[config.mk]
export PLATFORM = sky130hd
export DESIGN_NAME = worker_pipe_flat
export DESIGN_NICKNAME = d
export VERILOG_FILES = /design/src/rtl/worker_pipe_pkg.sv /design/src/rtl/worker_pipe_if.sv /design/src/rtl/worker_fifo.sv /design/src/rtl/worker_pipe.sv /design/src/flat_wrapper.sv
export SDC_FILE = /design/constraint.sdc
export NUM_CORES = 1
export LEC_CHECK = 0
export ABC_AREA = 0
export CAP_MARGIN = 10
export CORE_MARGIN = 2
export CORE_UTILIZATION = 50
export DETAILED_ROUTE_END_ITERATION = 10
export HOLD_SLACK_MARGIN = 0.05
export PLACE_DENSITY = 0.79
export SYNTH_ARGS = -nofsm -noshare
export SYNTH_HDL_FRONTEND = slang
export SYNTH_SLANG_ARGS = --single-unit
[constraint.sdc]
create_clock -name CLK -period 6.9 [get_ports CLK]
set_clock_uncertainty 0.15 [all_clocks]
set_input_delay 1.38 -clock CLK [delete_from_list [all_inputs] [get_ports CLK]]
set_output_delay 1.38 -clock CLK [all_outputs]
set_load 0.01 [all_outputs]
[src/rtl/worker_pipe_pkg.sv]
// Shared definitions for the pipelined dataflow worker: opcodes, destination
// code, issue states and the result-header builders.
package worker_pipe_pkg;

    localparam logic [9:0] INSN_DISTRIBUTE = 10'h001;
    localparam logic [9:0] INSN_SWITCH     = 10'h002;
    localparam logic [9:0] INSN_SET_COLOR  = 10'h003;
    localparam logic [9:0] INSN_SYNC       = 10'h004;
    localparam logic [9:0] INSN_PLUS       = 10'h005;
    localparam logic [9:0] INSN_MINUS      = 10'h006;
    localparam logic [9:0] INSN_LT         = 10'h007;
    localparam logic [9:0] INSN_EQ         = 10'h008;

    localparam logic [2:0] DEST_DIRECT = 3'b100;
    localparam int         HDR_W       = 35;

    typedef enum logic {
        S_FIRST  = 1'b0,
        S_SECOND = 1'b1
    } issue_state_t;

    function automatic int pkt_w(input int dw);
        return 4 * dw + 47;
    endfunction

    function automatic int res_w(input int dw);
        return dw + HDR_W;
    endfunction

    // Headers are width independent; callers append the DW-wide data word.
    function automatic logic [HDR_W-1:0] make_worker_result(input logic [2:0] dopt,
                                                           input logic [15:0] daddr,
                                                           input logic [15:0] color);
        return {dopt, daddr, color};
    endfunction

    function automatic logic [HDR_W-1:0] make_worker_result_direct(input logic [15:0] addr,
                                                                  input logic [15:0] color);
        return {DEST_DIRECT, addr, color};
    endfunction

    function automatic logic is_legal(input logic [9:0] opc);
        return (opc >= INSN_DISTRIBUTE) && (opc <= INSN_EQ);
    endfunction

    function automatic logic is_pair(input logic [9:0] opc);
        return (opc == INSN_DISTRIBUTE) || (opc == INSN_SYNC);
    endfunction

endpackage

[src/rtl/worker_pipe_if.sv]
// Packet-in / result-out handshake bundle; master is the surrounding fabric,
// slave is the worker.
interface worker_pipe_if #(parameter int DW = 32) ();
    import worker_pipe_pkg::*;

    localparam int PKT_W = pkt_w(DW);
    localparam int RES_W = res_w(DW);

    logic             PC_VALID;
    logic [PKT_W-1:0] PC_DATA;
    logic             PC_READY;
    logic             WR_VALID;
    logic [RES_W-1:0] WR_DATA;
    logic             WR_READY;

    modport master (output PC_VALID, PC_DATA, WR_READY,
                    input  PC_READY, WR_VALID, WR_DATA);
    modport slave  (input  PC_VALID, PC_DATA, WR_READY,
                    output PC_READY, WR_VALID, WR_DATA);
endinterface

[src/rtl/worker_fifo.sv]
// Synchronous FIFO with a registered array read; an entry becomes visible at
// the head one cycle after it is written.
module worker_fifo #(
    parameter int WIDTH = 8,
    parameter int DEPTH = 4
) (
    input  logic             CLK,
    input  logic             RST_N,
    input  logic             push,
    input  logic [WIDTH-1:0] din,
    input  logic             pop,
    output logic [WIDTH-1:0] dout,
    output logic             full,
    output logic             empty,
    output logic             idle
);
    localparam int AW = $clog2(DEPTH);

    logic [WIDTH-1:0] mem [DEPTH];
    logic [WIDTH-1:0] head_reg;
    logic [AW-1:0]    wr_ptr_reg, rd_ptr_reg, rd_ptr_next;
    logic [AW:0]      count_reg;
    logic             head_valid_reg;
    logic             do_push, do_pop;

    assign do_push     = push && !full;
    assign do_pop      = pop && head_valid_reg;
    assign rd_ptr_next = rd_ptr_reg + AW'(do_pop);

    always_ff @(posedge CLK) begin
        if (do_push)
            mem[wr_ptr_reg] <= din;
        head_reg <= mem[rd_ptr_next];
    end

    // The head is valid only if an entry other than the one being written remains.
    always_ff @(posedge CLK or negedge RST_N) begin
        if (!RST_N) begin
            wr_ptr_reg     <= '0;
            rd_ptr_reg     <= '0;
            count_reg      <= '0;
            head_valid_reg <= 1'b0;
        end else begin
            if (do_push)
                wr_ptr_reg <= wr_ptr_reg + AW'(1);
            rd_ptr_reg     <= rd_ptr_next;
            count_reg      <= count_reg + (AW+1)'(do_push) - (AW+1)'(do_pop);
            head_valid_reg <= (count_reg - (AW+1)'(do_pop)) != '0;
        end
    end

    assign dout  = head_reg;
    assign full  = (count_reg == (AW+1)'(DEPTH));
    assign empty = !head_valid_reg;
    assign idle  = (count_reg == '0);
endmodule

[src/rtl/worker_pipe.sv]
// Pipelined dataflow worker: buffers packets, issues one result slot per cycle
// (two for pair ops), drops and counts illegal opcodes.
module worker_pipe import worker_pipe_pkg::*; #(
    parameter int DW       = 32,
    parameter int IN_DEPTH = 4
) (
    input  logic         CLK,
    input  logic         RST_N,
    worker_pipe_if.slave bus,
    output logic [15:0]  ILLEGAL_CNT,
    output logic         BUSY
);
    localparam int PKT_W = pkt_w(DW);
    localparam int RES_W = res_w(DW);

    logic [PKT_W-1:0] head;
    logic             fifo_full, fifo_empty, fifo_idle;
    logic             out_free, issue, legal_op, pair_op, load, pop;
    logic [RES_W-1:0] result;
    logic [9:0]       opcode;
    logic [DW-1:0]    d1, d2, d3, d4;
    logic [2:0]       dopt;
    logic [15:0]      daddr, color;
    logic             unused_bits;

    issue_state_t     state_reg;
    logic             wr_valid_reg;
    logic [RES_W-1:0] wr_data_reg;
    logic [15:0]      illegal_cnt_reg;

    worker_fifo #(.WIDTH(PKT_W), .DEPTH(IN_DEPTH)) u_fifo (
        .CLK   (CLK),
        .RST_N (RST_N),
        .push  (bus.PC_VALID),
        .din   (bus.PC_DATA),
        .pop   (pop),
        .dout  (head),
        .full  (fifo_full),
        .empty (fifo_empty),
        .idle  (fifo_idle)
    );

    assign color  = head[15:0];
    assign daddr  = head[31:16];
    assign dopt   = head[34:32];
    assign d4     = head[35 +: DW];
    assign d3     = head[35 + DW +: DW];
    assign d2     = head[35 + 2*DW +: DW];
    assign d1     = head[35 + 3*DW +: DW];
    assign opcode = head[35 + 4*DW +: 10];
    // opmode and the upper bits of the direct addresses play no part here.
    assign unused_bits = ^{head[PKT_W-1 -: 2], d3[DW-1:16], d4[DW-1:16]};

    assign out_free = !wr_valid_reg || bus.WR_READY;
    assign issue    = !fifo_empty && out_free;
    assign legal_op = is_legal(opcode);
    assign pair_op  = is_pair(opcode);
    assign load     = issue && legal_op;
    assign pop      = issue && (!legal_op || !pair_op || state_reg == S_SECOND);

    always_comb begin
        result = '0;
        case (opcode)
            INSN_DISTRIBUTE: result = {make_worker_result_direct(
                                 (state_reg == S_FIRST) ? d2[15:0] : d3[15:0], color), d1};
            INSN_SWITCH:     result = {make_worker_result_direct(
                                 (d2 != '0) ? d3[15:0] : d4[15:0], color), d1};
            INSN_SET_COLOR:  result = {make_worker_result(dopt, daddr, d2[15:0]), d1};
            INSN_SYNC:       result = (state_reg == S_FIRST)
                                 ? {make_worker_result_direct(d3[15:0], color), d1}
                                 : {make_worker_result_direct(d4[15:0], color), d2};
            INSN_PLUS:       result = {make_worker_result(dopt, daddr, color), d1 + d2};
            INSN_MINUS:      result = {make_worker_result(dopt, daddr, color), d1 - d2};
            INSN_LT:         result = {make_worker_result(dopt, daddr, color),
                                       DW'($signed(d1) < $signed(d2))};
            INSN_EQ:         result = {make_worker_result(dopt, daddr, color), DW'(d1 == d2)};
            default:         result = '0;
        endcase
    end

    always_ff @(posedge CLK or negedge RST_N) begin
        if (!RST_N) begin
            state_reg       <= S_FIRST;
            wr_valid_reg    <= 1'b0;
            wr_data_reg     <= '0;
            illegal_cnt_reg <= '0;
        end else begin
            if (load) begin
                wr_valid_reg <= 1'b1;
                wr_data_reg  <= result;
            end else if (out_free) begin
                wr_valid_reg <= 1'b0;
            end
            if (load && pair_op)
                state_reg <= (state_reg == S_FIRST) ? S_SECOND : S_FIRST;
            if (issue && !legal_op && illegal_cnt_reg != 16'hFFFF)
                illegal_cnt_reg <= illegal_cnt_reg + 16'd1;
        end
    end

    assign bus.PC_READY = !fifo_full;
    assign bus.WR_VALID = wr_valid_reg;
    assign bus.WR_DATA  = wr_data_reg;
    assign ILLEGAL_CNT  = illegal_cnt_reg;
    assign BUSY         = !fifo_idle || wr_valid_reg;
endmodule

[src/flat_wrapper.sv]
// flat-port wrapper written by rule: the top's interface ports become plain ports
module worker_pipe_flat import worker_pipe_pkg::*;
#(
    parameter int DW       = 32,
    parameter int IN_DEPTH = 4
)
  (CLK, RST_N, ILLEGAL_CNT, BUSY, bus_PC_VALID, bus_PC_DATA, bus_WR_READY, bus_PC_READY, bus_WR_VALID, bus_WR_DATA);
  worker_pipe_if #(.DW(DW)) bus_i ();
  input  logic CLK;
  input  logic RST_N;
  output logic [15:0] ILLEGAL_CNT;
  output logic BUSY;
  input wire logic [$bits(bus_i.PC_VALID)-1:0] bus_PC_VALID;
  input wire logic [$bits(bus_i.PC_DATA)-1:0] bus_PC_DATA;
  input wire logic [$bits(bus_i.WR_READY)-1:0] bus_WR_READY;
  output wire logic [$bits(bus_i.PC_READY)-1:0] bus_PC_READY;
  output wire logic [$bits(bus_i.WR_VALID)-1:0] bus_WR_VALID;
  output wire logic [$bits(bus_i.WR_DATA)-1:0] bus_WR_DATA;
  assign bus_i.PC_VALID = bus_PC_VALID;
  assign bus_i.PC_DATA = bus_PC_DATA;
  assign bus_i.WR_READY = bus_WR_READY;
  assign bus_PC_READY = bus_i.PC_READY;
  assign bus_WR_VALID = bus_i.WR_VALID;
  assign bus_WR_DATA = bus_i.WR_DATA;
  worker_pipe #(.DW(DW), .IN_DEPTH(IN_DEPTH)) u_core (.CLK(CLK), .RST_N(RST_N), .bus(bus_i), .ILLEGAL_CNT(ILLEGAL_CNT), .BUSY(BUSY));
endmodule
Word level (Yosys, flattened, before mapping)

Memory sizes are Yosys's and may differ from the RTL's. A register that Yosys moved wholly into a read port is not among the register bits.
Cells that the tools add are included.

Flip-flop bits (word level): 93
Memory bits (writable): 700
Input port bits: 179
Word-level logic and storage cells: 63
Memories: 1

Memory list:

| name              | words | bits a word | read ports | clocked after memory_dff | wr ports | line              | RTL |
|---|---|---|---|---|---|---|---|
| u_core.u_fifo.mem | 4     | 175         | 1          | 1                        | 1        | worker_fifo.sv:19 | `logic [WIDTH-1:0] mem [DEPTH];` |

Add/subtract/negate cells: 8
$lt $le $gt $ge: 3
Eq/ne operators: 11
Multiplexer cells: 9
Reductions and logical operators: 23

Operators with widths:

| kind                                                                                 | count |
|---|---|
| 67-bit one-hot mux with 8 select lines                                               | 1 |
| 64-bit two-way mux                                                                   | 1 |
| 10-bit by 3-bit == test with 1-bit output, second input constant                     | 4 |
| 32-bit adder                                                                         | 1 |
| 32-bit == test                                                                       | 1 |
| 32-bit < comparator                                                                  | 1 |
| 16-bit two-way mux                                                                   | 2 |
| 32-bit nonzero test                                                                  | 1 |
| 32-bit subtractor                                                                    | 1 |
| 10-bit by 2-bit == test with 1-bit output, second input constant                     | 2 |
| 16-bit by 1-bit adder with 16-bit output, second input constant                      | 1 |
| 16-bit inequality test, second input constant                                        | 1 |
| 10-bit by 1-bit == test with 1-bit output, second input constant                     | 1 |
| 10-bit by 4-bit == test with 1-bit output, second input constant                     | 1 |
| 10-bit by 1-bit greater-or-equal comparator with 1-bit output, second input constant | 1 |
| 10-bit by 4-bit <= comparator with 1-bit output, second input constant               | 1 |
| 1-bit logical AND                                                                    | 9 |
| 3-bit by 1-bit subtractor with 3-bit output                                          | 2 |
| 1-bit logical NOT                                                                    | 5 |
| 1-bit logical OR                                                                     | 5 |
| 1-bit two-way mux                                                                    | 5 |
| 3-bit by 1-bit adder with 3-bit output                                               | 1 |
| 3-bit == test, second input constant                                                 | 1 |
| 3-bit logical NOT                                                                    | 1 |
| other kinds (4)                                                                      | 4 |

Longest topological paths before layout

Depth in word-level cells: 9
Gate-level depth with buffers: 15
Depth with buffers taken out: 13

By module

A second synthesis with hierarchy kept.

Cell total of the unflattened synthesis: 2150
Area, all modules: 37322.0 µm²

By module, submodules not included:

| module      | instances | cells an instance | area an instance (µm²) |
|---|---|---|---|
| worker_fifo | 1         | 1129              | 29321.9 |
| worker_pipe | 1         | 1021              | 8000.2 |

Worst setup path before layout

OpenSTA, ideal clock, no wires.

Kind: input to register
Start point: in bus_PC_VALID
End point: mem u_core.u_fifo.mem[0][0] (netlist bit), enable pin
Arrival: 4653 ps
Required time: 6231 ps
Setup slack: 1578 ps
Stages on the path: 1
Path buffers: 0
Path through: and3_1

Cells in the longest elaborated chain, start to end: 3

RTL lines:

| item                                    | line               | RTL |
|---|---|---|
| start, declared                         | flat_wrapper.sv:13 | `input wire logic [$bits(bus_i.PC_VALID)-1:0] bus_PC_VALID;` |
| 1-bit logical AND                       | worker_fifo.sv:26  | `assign do_push = push && !full;` |
| 1-bit two-way mux                       | worker_fifo.sv:31  | `if (do_push)` |
| 1-bit two-way mux (not written as such) | worker_fifo.sv:32  | `mem[wr_ptr_reg] <= din;` |
| end, declared                           | worker_fifo.sv:19  |  |

Every way passes these cells.

Worst setup path after layout

Start point: reg u_core.u_fifo.head_reg[167] (netlist: u_core.u_fifo.dout[167]) (read register of u_core.u_fifo.mem)
End point: reg u_core.u_fifo.head_reg[131] (netlist: u_core.u_fifo.dout[131]) (read register of u_core.u_fifo.mem)

Cells in the longest elaborated chain, start to end: 8
Elaborated cells on any way between the ends: 13
Classes of those cells: 1 x add/sub; 2 x order compare; 2 x eq/ne; 8 x reduce/logical

RTL lines:

| item                                                                                  | line                                         | RTL |
|---|---|---|
| start, declared                                                                       | worker_fifo.sv:20                            | `logic [WIDTH-1:0] head_reg;` |
| 10-bit by 1-bit greater-or-equal comparator with 1-bit output (tied with other cells) | worker_pipe_pkg.sv:43                        | `return (opc >= INSN_DISTRIBUTE) && (opc <= INSN_EQ);` |
| 1-bit logical AND / 1-bit logical OR (equally long branches)                          | worker_pipe_pkg.sv:43, worker_pipe_pkg.sv:47 |  |
| 1-bit logical NOT                                                                     | worker_pipe.sv:59                            | `assign pop = issue && (!legal_op \|\| !pair_op \|\| state_reg == S_SECOND);` |
| 1-bit logical OR (*) (2 in a row)                                                     | worker_pipe.sv:59                            |  |
| 1-bit logical AND (*)                                                                 | worker_pipe.sv:59                            |  |
| 1-bit logical AND (*)                                                                 | worker_fifo.sv:27                            | `assign do_pop = pop && head_valid_reg;` |
| 2-bit by 1-bit adder with 2-bit output (*)                                            | worker_fifo.sv:28                            | `assign rd_ptr_next = rd_ptr_reg + AW'(do_pop);` |
| via u_core.u_fifo.rd_ptr_next[0]                                                      | worker_fifo.sv:21                            | `logic [AW-1:0] wr_ptr_reg, rd_ptr_reg, rd_ptr_next;` |

Mark *: on every way through the listed nets, which the timed path passes. The rest lies on a longest branch.
A chain may end at the register's enable or synchronous reset.

==> metrics.log <==
INFO  metric outcome = complete, no violations
INFO  metric synth_cells = approximately 2000
INFO  metric yosys-mux-area-fraction = 0.105
INFO  metric worst_path_max_delay_cell = ha_4
INFO  metric whs_path_depth = 2
INFO  metric hold-path-endpoint = u_core.bus.WR_DATA[65]
INFO  metric maximum_ir_drop_on_the_vdd_rail = approximately 0.63 mV
INFO  metric gpl.final_weighted_congestion = 0.897
INFO  metric r2r-end = u_core.u_fifo.dout[131]
INFO  metric timing.final.crit_period = approximately 4.7 ns
INFO  metric syn_to_final_growth = 18.3%
INFO  metric maximum_single_stage_delay_on_the_critical_path = 0.85 ns
INFO  metric ctsHtreeMaxLevel = 3
INFO  metric setup_viol = 0
INFO  metric ctsLongestPathBuffers = 3
INFO  metric i_o_pin_count = about 270
INFO  metric totalNegativeSetupSlack = 0 ns
INFO  metric cts_tree = done
INFO  metric start_kind = register
INFO  metric dieArea = 66500 µm²
INFO  metric maxSlewViolCount = 0
INFO  metric timing.slew.headroom = 0.199
INFO  metric path_cells = nor4_4, nand4_2, nor3_4, buf_4, nor2_1, nor2_1, nor2_1, ha_4, buf_4, mux4_2
INFO  metric drv_cap = 0
INFO  metric fin_hold_ws = 0.296 ns
INFO  metric clk-insertion-delay-late = 0.65 ns
INFO  metric synth.lib_cells_used.distinct = 90
INFO  metric root_buffer = clkbuf_16
INFO  metric ff2ff_path_depth = 10
INFO  metric final_net_count = 2500
INFO  metric hold_path_startpoint = u_core.u_fifo.dout[33]
INFO  metric grt_antenna_before_repair = 16
INFO  metric yosys.area_share.simple = 0.0563
INFO  metric worstSetupPathType = reg -> reg
INFO  metric highest_count_cells_in_the_layout_ignoring_fill_and_taps = 564 x edfxtp_1, 229 x clkdlybuf4s50_1, 141 x mux4_2, 141 x dfxtp_1, 116 x nor2_1
INFO  metric regToRegStartpoint = u_core.u_fifo.dout[167]
INFO  metric yosysTopAreaCellShare = 0.526
INFO  metric grt_setup_unrepaired = no
INFO  metric initial_core_util = 0.503
INFO  metric yosys_warnings = 0
INFO  metric placed_cells_incl_taps = 3019
INFO  metric drt_pass1_iterations = 5
INFO  metric top_cell_by_count_worst_path = nor2_1
INFO  metric synth-edff-count = 564
INFO  metric synth_flop_cell = edfxtp_1
INFO  metric detailedRoute.firstIterationViolations = 1728
INFO  metric timing_worst_slew_pin_value = 1.20 ns
INFO  metric die_height = roughly 260 µm
INFO  metric synth_top_family_by_area = multiplexers
INFO  metric powerDensity = 505 nW/µm²
INFO  metric synth_async_sr_flop_share = 0.117
INFO  metric synth-xor-area-share = 0.00951
INFO  metric ctsResizeCount = 0
INFO  metric crit_fanout = 35
INFO  metric leakage = 13.3 nW
INFO  metric critPathCaptureType = register
INFO  metric wl_per_cell = 25.5 µm
INFO  metric vias_per_cell = approximately 6.1
INFO  metric cts_setup_buffers = 0
INFO  metric first_pass_grt_wire_length = roughly 120 mm
INFO  metric final_hold_viol_count = 0
INFO  metric fp.coreArea = 64100 µm²
INFO  metric synthesis.nets = 2268
INFO  metric clk_transition_reported_paths = 0.06 ns
INFO  metric dieWidth = 258 µm
INFO  metric layout.filler_cells = 4615
INFO  metric rrSetupSlack = about 2.2 ns
INFO  metric synthesis.area = about 32000 µm²
INFO  metric timing.final.crit_share = 0.677
INFO  metric critical_path.top_delay_family = simple AND/OR/NAND/NOR gates
INFO  metric max_clock_freq = 214 MHz
INFO  metric routed-via-count = 19300
INFO  metric synth_top_cell_by_area = edfxtp_1
INFO  metric min_path_type = reg -> reg
INFO  metric syn_area_per_cell = 16.0 µm²
INFO  metric drt_drc_violations_left = 0
INFO  metric cts_buffers = 80
INFO  metric largest_register = u_core.u_fifo.mem
INFO  metric fraction_of_final_layout_cells_with_drive_strength_greater_than_1 = 0.156
INFO  metric non_filler_cells_final = 3174
INFO  metric dp_hpwl = 50.4 mm
INFO  metric gr-usage-all-layers = 0.242
INFO  metric numClockSinks = approximately 800
INFO  metric routed_wl = 81.0 mm
INFO  metric floorplan.rows = 93
INFO  metric synth_seq_cells = 798
INFO  metric first_global_vias = 19400
INFO  metric portBuffers = 230
INFO  metric critical_path_required = 7.26 ns
INFO  metric critPathBufInv = 2
INFO  metric cp.arrival = 5.03 ns
INFO  metric postCtsHoldBufs = 0
INFO  metric synth_area_in_compound_gates = 0.0901
INFO  metric final_common_cell = edfxtp_1
INFO  metric synth_top_cells_by_area = edfxtp_1 53%, mux4_2 9.9%, dfxtp_1 8.8%, dfrtp_1 7.2%, ha_1 2.8%
INFO  metric synth_adder_area_share = 0.0298
INFO  metric grt-ovfl-total = 0
INFO  metric largest_register_ffs = 564
INFO  metric ant_nets_after_route = 0
INFO  metric synth_sequential_area_ratio = 0.685
INFO  metric pin_count_of_the_biggest_net_entering_global_routing = between 100 and 150
## routing by layer
layer  global-route usage  vias to the layer above  share of wire
li1                     -                     8429              -
met1                0.322                     9853           0.40
met2                0.400                      795           0.50
met3               0.0481                      165          0.067
met4               0.0864                       16          0.031
met5                    0                        -         0.0013
## stage by stage
stage	total power [mW]	area, µm²	util	worst slack, ns
floorplan	12.6	32200	-	1.58
global placement	14.8	35500	0.553	2.21
detailed placement	15.0	35500	0.553	2.16
CTS	19.3	38100	0.594	2.13
global route	20.2	38100	0.594	1.81
finish	19.2	38100	0.594	2.23
## worst max-delay path by stage
stage | endpoint | cells past startpoint | slack, ns | startpoint
2_1_floorplan | u_core.u_fifo.mem[0][0] | 1 | 1.58 | bus_PC_VALID
3_3_place_gp | u_core.u_fifo.dout[153] | 7 | 2.21 | bus_WR_READY
3_5_place_dp | u_core.u_fifo.dout[131] | 10 | 2.16 | u_core.u_fifo.dout[167]
4_1_cts | u_core.u_fifo.dout[131] | 10 | 2.13 | u_core.u_fifo.dout[167]
5_1_grt | u_core.u_fifo.dout[124] | 10 | 1.81 | u_core.u_fifo.dout[167]
6_report | u_core.u_fifo.dout[131] | 10 | 2.23 | u_core.u_fifo.dout[167]
## power breakdown
| group | leakage (nW) | internal, mW | switching [mW] |
|---|---|---|---|
| registers | 7.58 | 6.56 | 0.942 |
| clock network | 1.26 | 2.40 | 1.85 |
| logic | 4.42 | 3.25 | 4.24 |
| total | 13.3 | 12.2 | 7.03 |
## cells in the mapped netlist, types with 9 or more instances
cell      instances
a211oi_1         11
a21o_1            9
a21oi_1         102
a221oi_1         74
a22oi_1          20
a31oi_1          13
and3_1           11
buf_1            13
buf_2            37
clkbuf_1         47
dfrtp_1          93
dfxtp_1         141
edfxtp_1        564
ha_1             72
inv_1            67
mux2_2           17
mux4_2          141
nand2_1          83
nand2b_1         10
nand3_1          29
nand4_1           9
nor2_1          120
nor2b_1          20
nor3_1           22
nor4_1           17
o21ai_0          41
o21ai_1          35
o21bai_1         10
o31ai_1          10
xnor2_1          28
## logic make-up after synthesis
family,Yosys count
compound gates,409
xor+xnor,35
fa+ha+maj,75
buf+inv,177
flops,798
mux,161
simple gates,359
## tightest hold or removal path, stage by stage, from the launching register on
cell	delay, ns
dfxtp_1	0.30
nand3_1	0.06
nand2_1	0.05
## final cells by class
cell class | count | area (µm²) | share of cell area
timing repair buffer | 256 | 2580 | 0.0678
clock inverter | 46 | 483 | 0.0127
sequential | 798 | 22100 | 0.580
inverter | 71 | 267 | 0.00699
antenna | 7 | 17.5 | 0.000460
tap | 855 | 1070 | 0.0281
multi-input combinational | 1039 | 9470 | 0.249
clock buffer | 102 | 2120 | 0.0558
No activity file was read; power rests on OpenSTA's default activity.
